$ cat src/rtl/student_fir_mc.sv
// Multi-channel time-multiplexed signed FIR: per-channel circular histories,
// one shared coefficient bank, one multiply-accumulate per cycle.
module student_fir_mc #(
    parameter int NUM_CH    = 2,
    parameter int NUM_TAPS  = 32,
    parameter int DATA_W    = 16,
    parameter int COEFF_W   = 16,
    parameter int ACC_W     = 40,
    parameter int OUT_W     = 24,
    parameter int OUT_SHIFT = 0,
    localparam int CW = (NUM_CH > 1) ? $clog2(NUM_CH) : 1,
    localparam int TW = $clog2(NUM_TAPS)
) (
    input  logic               clk_i,
    input  logic               rst_i,
    input  logic               in_valid,
    output logic               in_ready,
    input  logic [CW-1:0]      in_ch,
    input  logic [DATA_W-1:0]  in_data,
    input  logic               coeff_we,
    output logic               coeff_ready,
    input  logic [TW-1:0]      coeff_addr,
    input  logic [COEFF_W-1:0] coeff_wdata,
    output logic               out_valid,
    output logic [CW-1:0]      out_ch,
    output logic [OUT_W-1:0]   out_data,
    output logic               out_sat,
    output logic               err_o
);

    localparam int PW      = DATA_W + COEFF_W;
    localparam int RND_POS = (OUT_SHIFT > 0) ? OUT_SHIFT - 1 : 0;
    localparam logic signed [ACC_W:0] RND =
        (OUT_SHIFT > 0) ? ((ACC_W + 1)'(1) << RND_POS) : '0;
    localparam logic signed [ACC_W:0] SAT_MAX = {{(ACC_W - OUT_W + 2){1'b0}}, {(OUT_W - 1){1'b1}}};
    localparam logic signed [ACC_W:0] SAT_MIN = {{(ACC_W - OUT_W + 2){1'b1}}, {(OUT_W - 1){1'b0}}};

    typedef enum logic [2:0] {
        S_CLEAR,
        S_IDLE,
        S_MAC,
        S_DRAIN,
        S_OUT
    } state_t;

    state_t state;
    logic [TW-1:0] step_cnt;
    logic [TW-1:0] rd_ptr;
    logic [TW-1:0] wptr [NUM_CH];
    logic [CW-1:0] cur_ch;
    logic          drain_last;

    logic signed [DATA_W-1:0]  hist  [NUM_CH][NUM_TAPS];
    logic signed [COEFF_W-1:0] coeff [NUM_TAPS];

    logic signed [DATA_W-1:0]  x_q;
    logic signed [COEFF_W-1:0] h_q;
    logic                      rd_vld;
    logic signed [PW-1:0]      prod;
    logic signed [ACC_W-1:0]   prod_ext;
    logic signed [ACC_W-1:0]   acc;

    logic accept;
    logic ch_ok;
    logic hist_we;
    logic coeff_wr;

    logic signed [ACC_W:0]   acc_ext;
    logic signed [ACC_W:0]   rounded;
    logic signed [ACC_W:0]   shifted;
    logic [OUT_W-1:0]        res_data;
    logic                    res_sat;

    assign accept   = in_valid & in_ready;
    assign ch_ok    = ({1'b0, in_ch} < (CW + 1)'(NUM_CH));
    assign hist_we  = accept & ch_ok;
    assign coeff_wr = coeff_we & coeff_ready;

    assign prod     = x_q * h_q;
    assign prod_ext = {{(ACC_W - PW){prod[PW-1]}}, prod};

    // Round half up, arithmetic shift, then clip to the signed output range.
    always_comb begin
        // NOTE: combinational logic uses blocking '=' and assigns every output a default first, so no latch can be inferred.
        res_data = '0;
        res_sat  = 1'b0;
        acc_ext  = {acc[ACC_W-1], acc};
        rounded  = acc_ext + RND;
        shifted  = rounded >>> OUT_SHIFT;
        if (shifted > SAT_MAX) begin
            res_data = SAT_MAX[OUT_W-1:0];
            res_sat  = 1'b1;
        end else if (shifted < SAT_MIN) begin
            res_data = SAT_MIN[OUT_W-1:0];
            res_sat  = 1'b1;
        end else begin
            res_data = shifted[OUT_W-1:0];
        end
    end

    // NOTE: the storage arrays have no reset; they are zeroed by the CLEAR walk instead, which keeps them mappable to RAM.
    always_ff @(posedge clk_i) begin
        if (state == S_CLEAR) begin
            for (int c = 0; c < NUM_CH; c++) begin
                hist[c][step_cnt] <= '0;
            end
            coeff[step_cnt] <= '0;
        end else begin
            if (hist_we) begin
                hist[in_ch][wptr[in_ch]] <= in_data;
            end
            if (coeff_wr) begin
                coeff[coeff_addr] <= coeff_wdata;
            end
        end
    end

    // NOTE: sequential state is updated only with non-blocking '<=' so every register sees pre-edge values.
    always_ff @(posedge clk_i or posedge rst_i) begin
        if (rst_i) begin
            state       <= S_CLEAR;
            step_cnt    <= '0;
            rd_ptr      <= '0;
            cur_ch      <= '0;
            drain_last  <= 1'b0;
            for (int c = 0; c < NUM_CH; c++) begin
                wptr[c] <= '0;
            end
            x_q         <= '0;
            h_q         <= '0;
            rd_vld      <= 1'b0;
            acc         <= '0;
            in_ready    <= 1'b0;
            coeff_ready <= 1'b0;
            out_valid   <= 1'b0;
            out_ch      <= '0;
            out_data    <= '0;
            out_sat     <= 1'b0;
            err_o       <= 1'b0;
        end else begin
            out_valid <= 1'b0;
            err_o     <= 1'b0;
            rd_vld    <= 1'b0;
            if (rd_vld) begin
                acc <= acc + prod_ext;
            end

            case (state)
                S_CLEAR: begin
                    if (step_cnt == TW'(NUM_TAPS - 1)) begin
                        step_cnt    <= '0;
                        state       <= S_IDLE;
                        in_ready    <= 1'b1;
                        coeff_ready <= 1'b1;
                    end else begin
                        step_cnt <= step_cnt + 1'b1;
                    end
                end

                S_IDLE: begin
                    if (accept) begin
                        if (ch_ok) begin
                            state         <= S_MAC;
                            in_ready      <= 1'b0;
                            coeff_ready   <= 1'b0;
                            cur_ch        <= in_ch;
                            rd_ptr        <= wptr[in_ch];
                            wptr[in_ch]   <= wptr[in_ch] + 1'b1;
                            step_cnt      <= '0;
                            acc           <= '0;
                        end else begin
                            err_o <= 1'b1;
                        end
                    end
                end

                // Tap k reads the sample written k acceptances ago, newest first.
                S_MAC: begin
                    x_q      <= hist[cur_ch][rd_ptr];
                    h_q      <= coeff[step_cnt];
                    rd_vld   <= 1'b1;
                    rd_ptr   <= rd_ptr - 1'b1;
                    step_cnt <= step_cnt + 1'b1;
                    if (step_cnt == TW'(NUM_TAPS - 1)) begin
                        state      <= S_DRAIN;
                        drain_last <= 1'b0;
                    end
                end

                S_DRAIN: begin
                    if (drain_last) begin
                        state     <= S_OUT;
                        out_valid <= 1'b1;
                        out_ch    <= cur_ch;
                        out_data  <= res_data;
                        out_sat   <= res_sat;
                    end else begin
                        drain_last <= 1'b1;
                    end
                end

                S_OUT: begin
                    state       <= S_IDLE;
                    in_ready    <= 1'b1;
                    coeff_ready <= 1'b1;
                end

                default: state <= S_CLEAR;
            endcase
        end
    end

endmodule
$ cat config.mk
export PLATFORM = sky130hd
export DESIGN_NAME = student_fir_mc
export DESIGN_NICKNAME = d
export VERILOG_FILES = /design/src/rtl/student_fir_mc.sv
export SDC_FILE = /design/constraint.sdc
export NUM_CORES = 2
export LEC_CHECK = 0
export CORE_ASPECT_RATIO = 2
export CORE_MARGIN = 2
export CORE_UTILIZATION = 40
export CTS_BUF_LIST = sky130_fd_sc_hd__clkbuf_4
export CTS_CLUSTER_DIAMETER = 200
export CTS_CLUSTER_SIZE = 16
export DETAILED_ROUTE_END_ITERATION = 8
export PLACE_DENSITY = 0.54
export SLEW_MARGIN = 20
export SYNTH_ARGS = -nofsm -noshare
export SYNTH_HDL_FRONTEND = slang
export SYNTH_SLANG_ARGS = --single-unit
$ cat constraint.sdc
create_clock -name clk_i -period 17.5 [get_ports clk_i]
set_input_delay 5.25 -clock clk_i [delete_from_list [all_inputs] [get_ports clk_i]]
set_output_delay 5.25 -clock clk_i [all_outputs]
set_load 0.03 [all_outputs]
==> impl_metrics.toml <==
[outcome]
outcome = "completed"

[global_routing]
grt_antenna_before_repair = 8
grtUsageTotal_pct = 20.7
grt_pass1_wl_um = 331000
overflow = 0
grt_pass1_vias = 49400
grt_max_degree = 124

[die]
die_area_um2 = 216000
initial_core_util_pct = 40.1
die_w_um = 329
coreArea_um2 = 211000
pin_count = 72
die_h_um = 655
placementRows = 239

[yosys]
ys_ff_latch = 1662
postSynth.asyncResetShare_pct = 7.58
synth_top_area_share_pct = 54.4
yosys-top-cells-area = "edfxtp_1 (54%), and2_1 (8.5%), fa_1 (7.8%)"
netlist_instances = 6124
avgSynthCellArea_um2 = 13.8
ys_seq_area_share_pct = 58.2
netlist_top_cells_count = "edfxtp_1 (1536), and2_1 (1157), inv_1 (418)"
synth.most_common_cell = "edfxtp_1"
synth-main-ff-cell = "edfxtp_1"
synth_fp_nets = 6621
yosysTopAreaCell = "edfxtp_1"
yosysWarnings = 0
synth_edf_count = 1536
ys_types = 79
synth_area_um2 = 84700

[clock_tree]
cts_resized = 0
root_buffer = "clkbuf_4"
clock_sinks = 1662
cts_buffers = 113
clk_latency_ns = 1.21
post-cts-setup-buffers = 0
cts_tree = "yes"
path_clk_slew_ns = 0.18
cts-hold-fix-buffers = 0
clk_path_buf_depth = 3
cts.htree.levels = 3

[finish]
syn_to_final_growth_pct = 5.84
fillers = 19500
fin_nets = 6519
drive_gt1_share_pct = 12.3

[timing]
relSlewSlack_pct = 21.4
slew_violations = 0
hold_viol_final = 0
timing.final.crit_share_pct = 45.1
rsz0062_at_grt = "no"
fin_skew_ns = 0.0686
worstMarginPinSlew_ns = 1.18
period_needed_ns = 7.88
finalSetupTns_ns = 0
fmax_mhz = 127
setup_viol = 0

[route]
antenna_left = 0
wl_per_cell_um = 25.1
finalWirelength_um = 222000
first_pass_iters = 7
drc = 0
vias = 48100
drtIter0Drc = 4312
viasPerCell = 5.43

[placed_design]
dp_hpwl_um = 142000
gp_congestion = 0.847
io_buffers = 70

[worst_setup_path]
path_class = "in -> reg"
cp.arrival_ns = 8.92
worstRegToRegCells = 21
slowest_stage = "nor2_1"
r2r-end = "acc[39]$_DFF_PP0_"
path_buf_inv = 2
reg2reg_slack_ns = 10.29
crit_end = "hist[1][199]$_SDFFCE_PN0P_"
r2r_start = "h_q[1]$_DFFE_PP0P_"
start_kind = "primary input"
max_stage_delay_ns = 1.01
cp.depth = 7
end_kind = "register"
cp_max_fo = 19
cpLargestDelayFamily = "simple AND/OR/NAND/NOR gates"
crit_chain = "clkdlybuf4s50_1, mux2i_1, inv_1, ha_1, nand2_1, nor2_1, and2_1"
cp-startpoint = "in_ch"
critPathRequiredTime_ns = 18.54

[min_path]
hp-class = "reg -> reg"

[run]
drv_cap = 0
[worst min path at each step]
stage	start	cells past startpoint	to
CTS	wptr[5]$_DFFE_PP0P_	1	wptr[5]$_DFFE_PP0P_
global placement	wptr[5]$_DFFE_PP0P_	1	wptr[5]$_DFFE_PP0P_
finish	wptr[5]$_DFFE_PP0P_	1	wptr[5]$_DFFE_PP0P_
detailed placement	wptr[5]$_DFFE_PP0P_	1	wptr[5]$_DFFE_PP0P_
floorplan	wptr[5]$_DFFE_PP0P_	1	wptr[5]$_DFFE_PP0P_
global route	wptr[9]$_DFFE_PP0P_	1	wptr[9]$_DFFE_PP0P_
[registers in the layout, summed over array words and instances (netlist names)]
| signal | count |
|---|---|
| hist | 1024 |
| coeff | 512 |
| acc | 40 |
| out_data | 24 |
| h_q | 16 |
| x_q | 16 |
| wptr | 10 |
| rd_ptr | 5 |
| step_cnt | 5 |
| state | 3 |
| coeff_ready | 1 |
| cur_ch | 1 |
| drain_last | 1 |
| out_ch | 1 |
| out_sat | 1 |
| out_valid | 1 |
| rd_vld | 1 |
[area by class of cell]
class	instances	area [µm²]	area share (%)
sequential	1662	49300	55.0
inverter	421	1590	1.77
multi-input combinational	3603	32300	36.0
antenna	9	22.5	0.0251
clock inverter	6	56.3	0.0628
timing repair buffer	221	1790	2.00
clock buffer	158	1190	1.32
tap	2771	3470	3.87
[per-stage QoR]
step	setup slack [ns]	util (%)	instances	hold slack [ns]	instance area (µm²)
after floorplan	8.89	-	6124	0.441	84700
after global placement	8.47	41.9	8678	0.465	88400
after detailed placement	8.44	41.9	8678	0.465	88400
after CTS	9.50	42.4	8842	0.488	89600
after global routing	9.47	42.5	8847	0.512	89700
final	9.62	42.5	8851	0.491	89700
[kinds of logic after synthesis]
logic type / share of synthesized area, %
AO/OA/AOI/OAI: 5.42
XOR/XNOR: 0.465
adder cells (fa/ha/maj): 9.64
buffers and inverters: 4.01
flip-flops: 58.2
multiplexers: 10.5
other: 0.00443
AND/OR/NAND/NOR: 11.8
[cell usage in the layout, fill, tap and decap left out, types with 78 or more instances in the layout]
cell type and count:
nand2_1 303, dfrtp_1 118, and2_1 1157, o22ai_1 78, mux2i_1 222, edfxtp_1 1536, ha_1 125, o21ai_0 166
nor2_1 194, mux4_2 256, clkbuf_4 158, a21oi_1 213, fa_1 330, inv_1 417, mux2_2 80, buf_4 148
[routing by layer]
layer	track usage, %	part of all wire (%)	vias up
li1	-	-	21500
met4	5.62	2.6	2
met1	28.7	43	25000
met5	0	0.0036	-
met3	2.12	4.9	243
met2	34.8	49	1297
[worst reg2reg max path, stage by stage, from the launching register on]
cell and delay (ns):
dfrtp_1 0.81, nand2_1 0.26, inv_1 0.14, fa_1 0.54
fa_1 0.58, inv_1 0.19, fa_1 0.68, fa_1 0.58
inv_1 0.06, fa_1 0.53, inv_1 0.05, fa_1 0.48
inv_1 0.04, ha_1 0.34, a21oi_1 0.24, nand2b_1 0.09
a2111oi_1 0.43, o31ai_1 0.13, a21oi_1 0.32, o211ai_1 0.24
a41oi_1 0.29, nand3_1 0.10
Power is left out: the tool's default activity adds up to more than one toggle a clock period on the data nets, which glitch-free logic cannot reach.
